===== config.mk =====
export PLATFORM = sky130hd
export DESIGN_NAME = id_ex_stage
export DESIGN_NICKNAME = d
export VERILOG_FILES = /design/src/rtl/riscv_pkg.sv /design/src/rtl/operand_fwd.sv /design/src/rtl/id_ex_stage.sv
export SDC_FILE = /design/constraint.sdc
export NUM_CORES = 1
export LEC_CHECK = 0
export CORE_MARGIN = 2
export CORE_UTILIZATION = 49
export CTS_CLUSTER_SIZE = 12
export DETAILED_ROUTE_END_ITERATION = 16
export PLACE_DENSITY = 0.85
export SETUP_SLACK_MARGIN = 0.3
export SLEW_MARGIN = 10
export SYNTH_ARGS = -nofsm -noshare
export SYNTH_HDL_FRONTEND = slang
export SYNTH_SLANG_ARGS = --single-unit

===== constraint.sdc =====
create_clock -name CLK -period 5.2 [get_ports CLK]
set_clock_uncertainty 0.15 [all_clocks]
set_input_delay 0.52 -clock CLK [delete_from_list [all_inputs] [get_ports CLK]]
set_output_delay 0.52 -clock CLK [all_outputs]
set_load 0.01 [all_outputs]

===== src/rtl/riscv_pkg.sv =====
// Shared pipeline constants and types for the integer core.
package riscv_pkg;

  localparam int unsigned XLEN = 32;
  localparam int unsigned RAW  = 5;
  localparam int unsigned OPW  = 4;

  localparam logic [OPW-1:0] ALU_ADD  = 4'd0;
  localparam logic [OPW-1:0] ALU_SLL  = 4'd1;
  localparam logic [OPW-1:0] ALU_SLT  = 4'd2;
  localparam logic [OPW-1:0] ALU_SLTU = 4'd3;
  localparam logic [OPW-1:0] ALU_XOR  = 4'd4;
  localparam logic [OPW-1:0] ALU_SRL  = 4'd5;
  localparam logic [OPW-1:0] ALU_OR   = 4'd6;
  localparam logic [OPW-1:0] ALU_AND  = 4'd7;

  localparam logic [RAW-1:0] REG_X0 = '0;

  // Control bits carried alongside an instruction into the memory stage.
  typedef struct packed {
    logic regwrite;
    logic memread;
    logic memwrite;
  } ctrl_t;

  // A forwarding source applies only when it writes a real register matching rs.
  function automatic logic fwd_hit(input logic           we,
                                   input logic [RAW-1:0] src_rd,
                                   input logic [RAW-1:0] rs);
    return we && (src_rd != REG_X0) && (src_rd == rs);
  endfunction

endpackage


===== src/rtl/operand_fwd.sv =====
// Operand forwarding mux: EX/MEM beats MEM/WB, otherwise the stored value.
module operand_fwd
  import riscv_pkg::*;
(
  input  logic [RAW-1:0]  rs_i,
  input  logic [XLEN-1:0] stored_i,
  input  logic            exm_we_i,
  input  logic [RAW-1:0]  exm_rd_i,
  input  logic [XLEN-1:0] exm_val_i,
  input  logic            mwb_we_i,
  input  logic [RAW-1:0]  mwb_rd_i,
  input  logic [XLEN-1:0] mwb_val_i,
  output logic [XLEN-1:0] val_o
);

  // Priority select of the freshest producer of rs.
  always_comb begin
    val_o = stored_i;
    if (fwd_hit(exm_we_i, exm_rd_i, rs_i)) begin
      val_o = exm_val_i;
    end else if (fwd_hit(mwb_we_i, mwb_rd_i, rs_i)) begin
      val_o = mwb_val_i;
    end
  end

endmodule


===== src/rtl/id_ex_stage.sv =====
// ID/EX pipeline register with operand forwarding and load-use bubble insertion.
module id_ex_stage
  import riscv_pkg::*;
(
  input  logic            CLK,
  input  logic            RST,
  input  logic            FLUSH,
  input  logic            ID_VALID,
  output logic            ID_READY,
  input  logic [XLEN-1:0] ID_PC,
  input  logic [XLEN-1:0] ID_RD1,
  input  logic [XLEN-1:0] ID_RD2,
  input  logic [XLEN-1:0] ID_IMM,
  input  logic [RAW-1:0]  ID_RS1,
  input  logic [RAW-1:0]  ID_RS2,
  input  logic [RAW-1:0]  ID_RD,
  input  logic [OPW-1:0]  ID_ALU_OP,
  input  logic            ID_ALUSRC,
  input  logic            ID_REGWRITE,
  input  logic            ID_MEMREAD,
  input  logic            ID_MEMWRITE,
  input  logic            EXM_REGWRITE,
  input  logic [RAW-1:0]  EXM_RD,
  input  logic [XLEN-1:0] EXM_VALUE,
  input  logic            MWB_REGWRITE,
  input  logic [RAW-1:0]  MWB_RD,
  input  logic [XLEN-1:0] MWB_VALUE,
  input  logic            EX_READY,
  output logic            EX_VALID,
  output logic [XLEN-1:0] ALU_A,
  output logic [XLEN-1:0] ALU_B,
  output logic [OPW-1:0]  ALU_OP,
  output logic [XLEN-1:0] EX_STORE_DATA,
  output logic [XLEN-1:0] EX_PC,
  output logic [RAW-1:0]  EX_RD,
  output logic            EX_REGWRITE,
  output logic            EX_MEMREAD,
  output logic            EX_MEMWRITE
);

  logic            valid_q,  valid_d;
  logic [XLEN-1:0] pc_q,     pc_d;
  logic [XLEN-1:0] rd1_q,    rd1_d;
  logic [XLEN-1:0] rd2_q,    rd2_d;
  logic [XLEN-1:0] imm_q,    imm_d;
  logic [RAW-1:0]  rs1_q,    rs1_d;
  logic [RAW-1:0]  rs2_q,    rs2_d;
  logic [RAW-1:0]  rd_q,     rd_d;
  logic [OPW-1:0]  op_q,     op_d;
  logic            alusrc_q, alusrc_d;
  ctrl_t           ctrl_q,   ctrl_d;

  logic            advance;
  logic            load_use;
  logic            capture;
  logic [XLEN-1:0] fwd_rs1;
  logic [XLEN-1:0] fwd_rs2;
  logic [XLEN-1:0] byp_rs1;
  logic [XLEN-1:0] byp_rs2;

  // Forwarding on the held operands.
  operand_fwd u_fwd_rs1 (
    .rs_i      (rs1_q),
    .stored_i  (rd1_q),
    .exm_we_i  (EXM_REGWRITE),
    .exm_rd_i  (EXM_RD),
    .exm_val_i (EXM_VALUE),
    .mwb_we_i  (MWB_REGWRITE),
    .mwb_rd_i  (MWB_RD),
    .mwb_val_i (MWB_VALUE),
    .val_o     (fwd_rs1)
  );

  operand_fwd u_fwd_rs2 (
    .rs_i      (rs2_q),
    .stored_i  (rd2_q),
    .exm_we_i  (EXM_REGWRITE),
    .exm_rd_i  (EXM_RD),
    .exm_val_i (EXM_VALUE),
    .mwb_we_i  (MWB_REGWRITE),
    .mwb_rd_i  (MWB_RD),
    .mwb_val_i (MWB_VALUE),
    .val_o     (fwd_rs2)
  );

  // Capture-path bypass: only MEM/WB, which retires this edge and would
  // otherwise be missed by the register-file read.
  operand_fwd u_byp_rs1 (
    .rs_i      (ID_RS1),
    .stored_i  (ID_RD1),
    .exm_we_i  (1'b0),
    .exm_rd_i  (REG_X0),
    .exm_val_i ('0),
    .mwb_we_i  (MWB_REGWRITE),
    .mwb_rd_i  (MWB_RD),
    .mwb_val_i (MWB_VALUE),
    .val_o     (byp_rs1)
  );

  operand_fwd u_byp_rs2 (
    .rs_i      (ID_RS2),
    .stored_i  (ID_RD2),
    .exm_we_i  (1'b0),
    .exm_rd_i  (REG_X0),
    .exm_val_i ('0),
    .mwb_we_i  (MWB_REGWRITE),
    .mwb_rd_i  (MWB_RD),
    .mwb_val_i (MWB_VALUE),
    .val_o     (byp_rs2)
  );

  // Handshake and hazard detection.
  always_comb begin
    advance  = ~valid_q | EX_READY;
    load_use = valid_q & ctrl_q.memread & (rd_q != REG_X0) & ID_VALID &
               ((ID_RS1 == rd_q) | (ID_RS2 == rd_q));
    ID_READY = RST | FLUSH | (advance & ~load_use);
    capture  = ID_VALID & ID_READY & ~FLUSH & ~RST;
  end

  // Next-state selection: flush, capture, bubble or hold with operand refresh.
  always_comb begin
    valid_d  = valid_q;
    pc_d     = pc_q;
    rd1_d    = rd1_q;
    rd2_d    = rd2_q;
    imm_d    = imm_q;
    rs1_d    = rs1_q;
    rs2_d    = rs2_q;
    rd_d     = rd_q;
    op_d     = op_q;
    alusrc_d = alusrc_q;
    ctrl_d   = ctrl_q;
    if (FLUSH) begin
      valid_d = 1'b0;
      ctrl_d  = '0;
    end else if (capture) begin
      valid_d  = 1'b1;
      pc_d     = ID_PC;
      rd1_d    = byp_rs1;
      rd2_d    = byp_rs2;
      imm_d    = ID_IMM;
      rs1_d    = ID_RS1;
      rs2_d    = ID_RS2;
      rd_d     = ID_RD;
      op_d     = ID_ALU_OP;
      alusrc_d = ID_ALUSRC;
      ctrl_d   = '{regwrite: ID_REGWRITE, memread: ID_MEMREAD, memwrite: ID_MEMWRITE};
    end else if (advance) begin
      valid_d = 1'b0;
      ctrl_d  = '0;
    end else begin
      rd1_d = fwd_rs1;
      rd2_d = fwd_rs2;
    end
  end

  // Stage register.
  always_ff @(posedge CLK) begin
    if (RST) begin
      valid_q  <= 1'b0;
      pc_q     <= '0;
      rd1_q    <= '0;
      rd2_q    <= '0;
      imm_q    <= '0;
      rs1_q    <= '0;
      rs2_q    <= '0;
      rd_q     <= '0;
      op_q     <= '0;
      alusrc_q <= 1'b0;
      ctrl_q   <= '0;
    end else begin
      valid_q  <= valid_d;
      pc_q     <= pc_d;
      rd1_q    <= rd1_d;
      rd2_q    <= rd2_d;
      imm_q    <= imm_d;
      rs1_q    <= rs1_d;
      rs2_q    <= rs2_d;
      rd_q     <= rd_d;
      op_q     <= op_d;
      alusrc_q <= alusrc_d;
      ctrl_q   <= ctrl_d;
    end
  end

  // ALU operands and qualified control towards the memory stage.
  always_comb begin
    EX_VALID      = valid_q;
    ALU_A         = fwd_rs1;
    ALU_B         = alusrc_q ? imm_q : fwd_rs2;
    ALU_OP        = op_q;
    EX_STORE_DATA = fwd_rs2;
    EX_PC         = pc_q;
    EX_RD         = rd_q;
    EX_REGWRITE   = valid_q & ctrl_q.regwrite;
    EX_MEMREAD    = valid_q & ctrl_q.memread;
    EX_MEMWRITE   = valid_q & ctrl_q.memwrite;
  end

endmodule


* Yosys cells after proc, flatten, opt, wreduce, memory -nomap -nowiden
Index checks and enable logic that the tools add are counted.
Word-level totals: bits in registers 152, latch bits 0, bits in writable memories 0, memory bits (read-only) 0, bits of input ports 232, word-level logic and storage cells 70, memories kept 0
Cells by class: $add $sub $neg 0, $mul 0, div/mod/pow operators 0, order comparisons 0, equality and inequality tests 9, shifts and indexed selects 0, muxes and demuxes 15, bitwise logic cells 18, reductions and logical operators 15
Operator list (count):
- $mux 32 | 11
- $eq 5x5->1 | 8
- $reduce_bool 5->1 | 3
- $and 1x1->1 | 10
- $logic_and 1x1->1 | 8
- $mux 3 | 2
- $not 1->1 | 4
- $or 1x1->1 | 4
- $reduce_and 2->1 | 2
- $mux 1 | 2
- $ne 2x1->1 const B | 1
- $reduce_bool 2->1 | 1
- $reduce_or 2->1 | 1

* Depth between registers and ports, before layout
depth after elaboration 12, gate-level depth with buffers 9, mapped depth without buffers 6

* Hierarchy
A second synthesis with hierarchy kept.
Unflattened totals: cell total of the unflattened synthesis 1538, area, all modules 10988.0 um^2
Modules (own cells, without submodules):
- id_ex_stage | times used 1, cells an instance 798, area an instance 6318.6 um^2, sequential area each 3042.9 um^2
- operand_fwd | times used 4, cells an instance 185, area an instance 1167.4 um^2, sequential area each 0.0 um^2

* Least setup slack after synthesis
No wires, ideal clock.
path type input-to-output, start input port MWB_RD[1], end output port ALU_B[10], data arrival time 2.341 ns, required time 4.530 ns, path slack 2.189 ns, stages on the path 8, cells stage by stage buf_2 or4_4 o21a_1 clkbuf_1 clkbuf_1 nand4_1 a31oi_4 mux2_2
On the way: longest elaborated chain between the ends 6
RTL lines:
- start: declaration | RTL line id_ex_stage.sv:26 | input logic [RAW-1:0] MWB_RD,
- $reduce_bool 5->1 | RTL line riscv_pkg.sv:30 | return we && (src_rd != REG_X0) && (src_rd == rs);
- $logic_and 1x1->1 | RTL line riscv_pkg.sv:30
- $logic_and 1x1->1 * | RTL line riscv_pkg.sv:30
- $mux 32 * | RTL line operand_fwd.sv:21 | end else if (fwd_hit(mwb_we_i, mwb_rd_i, rs_i)) begin
- $mux 32 * | RTL line operand_fwd.sv:19 | if (fwd_hit(exm_we_i, exm_rd_i, rs_i)) begin
- named net EX_STORE_DATA[10] | RTL line id_ex_stage.sv:33 | output logic [XLEN-1:0] EX_STORE_DATA,
- $mux 32 * | RTL line id_ex_stage.sv:191 | ALU_B = alusrc_q ? imm_q : fwd_rs2;
- end: declaration | RTL line id_ex_stage.sv:31 | output logic [XLEN-1:0] ALU_B,
The timed path passes the listed nets; every way through them passes the cells marked *.

* Final worst setup path
start input port EXM_RD[0], end output port ALU_B[31]
On the way: longest elaborated chain between the ends 5
RTL lines:
- start: declaration | RTL line id_ex_stage.sv:23 | input logic [RAW-1:0] EXM_RD,
- $reduce_bool 5->1 | RTL line riscv_pkg.sv:30
- $logic_and 1x1->1 | RTL line riscv_pkg.sv:30
- $logic_and 1x1->1 * | RTL line riscv_pkg.sv:30
- $mux 32 * | RTL line operand_fwd.sv:19
- $mux 32 * | RTL line id_ex_stage.sv:191
Every way passes the cells marked *; elsewhere a longest branch is shown, timed or not.

==> flow_metrics.py <==
metrics = {
    "synth": {
        "synth-seq-cells": 152,
        "net_count_after_synthesis": 1468,
        "synth.yosys.seq_area_share_pct": 30.84,
        "yosys.cell_types.count": 47,
        "yosys.area.top_type": "sky130_fd_sc_hd__dfxtp_1",
        "asyncSetResetFlopFracSynth_pct": 0,
        "mappedNetlistArea_mm2": 0.009867,
        "yosys-top-cells-area": "sky130_fd_sc_hd__dfxtp_1, sky130_fd_sc_hd__mux2_2, sky130_fd_sc_hd__nand2_1",
        "yosys_warnings": 0,
        "syn_avg_cell_area_um2": 7.983,
        "synthesis.instances": 1236,
        "number_of_synthesized_flops_with_an_enable_pin": 0,
        "synth-main-ff-cell": "sky130_fd_sc_hd__dfxtp_1",
        "synth_top_cell_area_share_pct": 30.84,
    },
    "clock_network": {
        "cts_resized": 0,
        "cts_sinks": 152,
        "ctsHtreeMaxLevel": 4,
        "ctsHoldBuffers": 0,
        "cts.clk_slew.worst_paths_ns": 0.07,
        "tritoncts_clock_tree": "done",
        "cts_inserted_buffers": 17,
        "max-clock-path-buffers": 2,
        "clock_tree.root_cell": "sky130_fd_sc_hd__clkbuf_16",
        "cts.repair_timing.setup_buffer_count": 0,
        "worstSkewPairLatency_ns": 0.44,
    },
    "die": {
        "rows": 51,
        "fp.coreArea_mm2": 0.01959,
        "starting_density_of_the_core_pct": 50.37,
        "die_w_um": 145.9,
        "design.portCount": 374,
        "dieHeight_um": 145.9,
        "floorplan.die_area_mm2": 0.02129,
    },
    "grt": {
        "antenna_violations_before_repair": 1,
        "via_count_of_the_first_global_routing_pass": 11180,
        "track_usage_pct": 35.48,
        "busiest_layer": "met2",
        "first_pass_grt_wire_length_um": 61200,
        "gr-usage-met2_pct": 59.50,
        "global_route.usage.met1_pct": 42.50,
        "grt_start_max_net_pins": 101,
        "grt_overflow_total": 0,
        "grt_util_met3_pct": 7.743,
    },
    "route": {
        "drt-total-wl_um": 38860,
        "number_of_nets_still_failing_antenna_checks_after_routing": 0,
        "vias_per_cell": 6.178,
        "remaining_drc_errors": 0,
        "first_pass_iters": 8,
        "wl_per_cell_um": 21.66,
        "routed-via-count": 11080,
        "drt_iter0_markers": 1365,
    },
    "sta": {
        "setup-violations-final": 0,
        "report.final.slew_viol_count": 0,
        "slew_of_the_pin_with_the_lowest_slew_margin_ns": 0.9929,
        "timing.final.crit_share_pct": 85.07,
        "finalCriticalPeriod_ns": 4.423,
        "timing.final.hold_violations": 0,
        "timing.setup.tns_ns": 0,
        "achievable-frequency_mhz": 226.1,
        "hold-worst-slack_ns": 0.3068,
        "setup_repair_after_global_routing_missed_its_margin": "false",
        "worst_slack_ns": 0.7765,
        "timing.max_slew.rel_slack_pct": 33.81,
    },
    "pwr": {
        "pwr-share-clk_pct": 39.9,
        "power.switching_mw": 0.9760,
        "power.switching_fraction_pct": 30.36,
        "comb_power_share_pct": 22.2,
        "sequentialPowerShare_pct": 38.0,
        "power_density_relative_to_cell_area_mw_per_mm2": 226.6,
        "total_leakage_power_nw": 4.426,
        "intPower_mw": 2.239,
        "peakVddDrop_mv": 0.2214,
    },
    "layout": {
        "areaGrowthSynthToFinish_pct": 43.80,
        "final_nets": 1747,
        "layout-drive-gt1-share_pct": 15.51,
        "final_util_pct": 72.43,
        "instances_no_fill": 1794,
        "mostFrequentLayoutCells": "sky130_fd_sc_hd__clkdlybuf4s50_1, sky130_fd_sc_hd__nand2_1, sky130_fd_sc_hd__dfxtp_1",
        "final_common_cell": "sky130_fd_sc_hd__clkdlybuf4s50_1",
    },
    "status": {
        "run_status": "finished clean",
    },
    "critical_path": {
        "startpoint": "EXM_RD[0]",
        "critical_path.startpoint_type": "input port",
        "worst_setup_path_endpoint": "ALU_B[31]",
        "cpPeakStageDelay_ns": 0.62,
        "r2r_slack_ns": 2.20,
        "critPathArrivalTime_ns": 3.75,
        "critPathRequiredTime_ns": 4.53,
        "ff2ff_path_depth": 6,
        "worstReg2RegStart": "EX_RD[0]",
        "cp_common_cell": "sky130_fd_sc_hd__clkdlybuf4s50_1",
        "critical_path_class": "input port to output port",
        "reg2reg_to": "rd2_q[27]",
        "critPathCaptureType": "output port",
        "timing.critical_path.slowest_stage_cell": "sky130_fd_sc_hd__or4_1",
        "cp_max_fo": 21,
        "worstPathCellList": "clkdlybuf4s50_1 -> or4_1 -> o211ai_4 -> or2_2 -> buf_4 -> a31oi_1 -> mux2_2 -> clkdlybuf4s50_1",
    },
    "place": {
        "preCtsSetupSlack_ns": 0.8457,
        "placement.io_buffers": 373,
        "numPlacedInstances": 1761,
        "gp_congestion": 0.9120,
        "final_hpwl_dp_um": 25870,
    },
    "flow_run": {
        "timing.max_cap.violations": 0,
    },
    "hold_path": {
        "hp-class": "flip-flop to flip-flop",
        "timing.hold.worst.start": "EX_PC[30]",
    },
}
-- area by class of cell --
class,instances,area (µm²)
diodes,1,2.502
clock inverters,14,150.1
flip-flops and latches,152,3044
multi-input cells,886,6055
repair buffers,394,3926
fillers,1503,5401
clock buffers,18,439.2
well taps,265,331.6
inverters,64,240.2
-- registers in the layout, indices dropped and copies added (netlist names), 4 cells and up --
signal  flops
EX_PC      32
ALU_OP      4
rs1_q       5
rd2_q      32
EX_RD       5
rd1_q      32
rs2_q       5
imm_q      32
-- kinds of logic (layout without fill, tap and decap cells) --
group / count (synthesis) / in the layout / synth area share [%]
AND/OR/NAND/NOR: 458 / 458 / 20.67
flip-flops: 152 / 152 / 30.84
other: 0 / 1 / 0
multiplexers: 97 / 97 / 11.04
XOR/XNOR: 40 / 40 / 3.551
AO/OA/AOI/OAI: 291 / 291 / 25.32
buffers and inverters: 198 / 490 / 8.572
-- Yosys cell counts (2+ instances only) --
library cell	instances
sky130_fd_sc_hd__nand2_1	171
sky130_fd_sc_hd__dfxtp_1	152
sky130_fd_sc_hd__nor2_1	130
sky130_fd_sc_hd__mux2_2	93
sky130_fd_sc_hd__a21oi_1	86
sky130_fd_sc_hd__clkbuf_1	85
sky130_fd_sc_hd__nor3_1	70
sky130_fd_sc_hd__nand4_1	65
sky130_fd_sc_hd__inv_1	64
sky130_fd_sc_hd__o32ai_1	60
sky130_fd_sc_hd__o31ai_1	53
sky130_fd_sc_hd__a31oi_2	44
sky130_fd_sc_hd__buf_2	34
sky130_fd_sc_hd__xnor2_1	26
sky130_fd_sc_hd__xor2_1	14
sky130_fd_sc_hd__a31oi_4	10
sky130_fd_sc_hd__o31ai_2	10
sky130_fd_sc_hd__a31oi_1	9
sky130_fd_sc_hd__buf_4	6
sky130_fd_sc_hd__buf_6	5
sky130_fd_sc_hd__buf_1	4
sky130_fd_sc_hd__nand3_1	4
sky130_fd_sc_hd__a22oi_1	3
sky130_fd_sc_hd__and2_1	3
sky130_fd_sc_hd__o32ai_2	3
sky130_fd_sc_hd__or3_1	3
sky130_fd_sc_hd__a211o_1	2
sky130_fd_sc_hd__mux2_1	2
sky130_fd_sc_hd__mux2i_1	2
sky130_fd_sc_hd__nor2b_1	2
sky130_fd_sc_hd__nor4_2	2
sky130_fd_sc_hd__or2_1	2
sky130_fd_sc_hd__or2_2	2
sky130_fd_sc_hd__or4_1	2
-- power by group through the flow --
stage | Combinational (mW) | Clock [mW] | Sequential [mW]
4_1_cts | 0.702 | 1.28 | 1.22
2_1_floorplan | 0.325 | 0 | 1.24
3_5_place_dp | 0.698 | 0 | 1.25
5_1_grt | 0.753 | 1.34 | 1.22
6_report | 0.713 | 1.28 | 1.22
3_3_place_gp | 0.688 | 0 | 1.24
-- metrics by stage --
step / total power, mW / cell area (µm²)
global route: 3.314 / 14190
detailed placement: 1.944 / 13600
CTS: 3.205 / 14190
floorplan: 1.568 / 9867
global placement: 1.933 / 13600
finish: 3.215 / 14190
-- per-layer routing --
metal  wire length [µm]  vias up  share of wire, %
li1                   -     4979                 -
met1              14440     5221                37
met2              18650      727                48
met3               3790      156               9.8
met4               1978        0               5.1
met5                  0        -                 0
-- worst max-delay path: cells and delay by family --
kind	cells	cell delay [ns]
compound gates	2	0.72
buf+inv	3	1.34
mux	1	0.32
simple gates	2	0.84
-- worst min path at each step --
stage	endpoint	slack, ns	cells past startpoint
2_1_floorplan	rd1_q[10]	0.28	2
3_3_place_gp	imm_q[15]	0.29	2
3_5_place_dp	imm_q[28]	0.29	2
4_1_cts	imm_q[28]	0.31	2
5_1_grt	imm_q[15]	0.32	2
6_report	EX_PC[30]	0.31	2
Power figures use the tool's default switching activity.
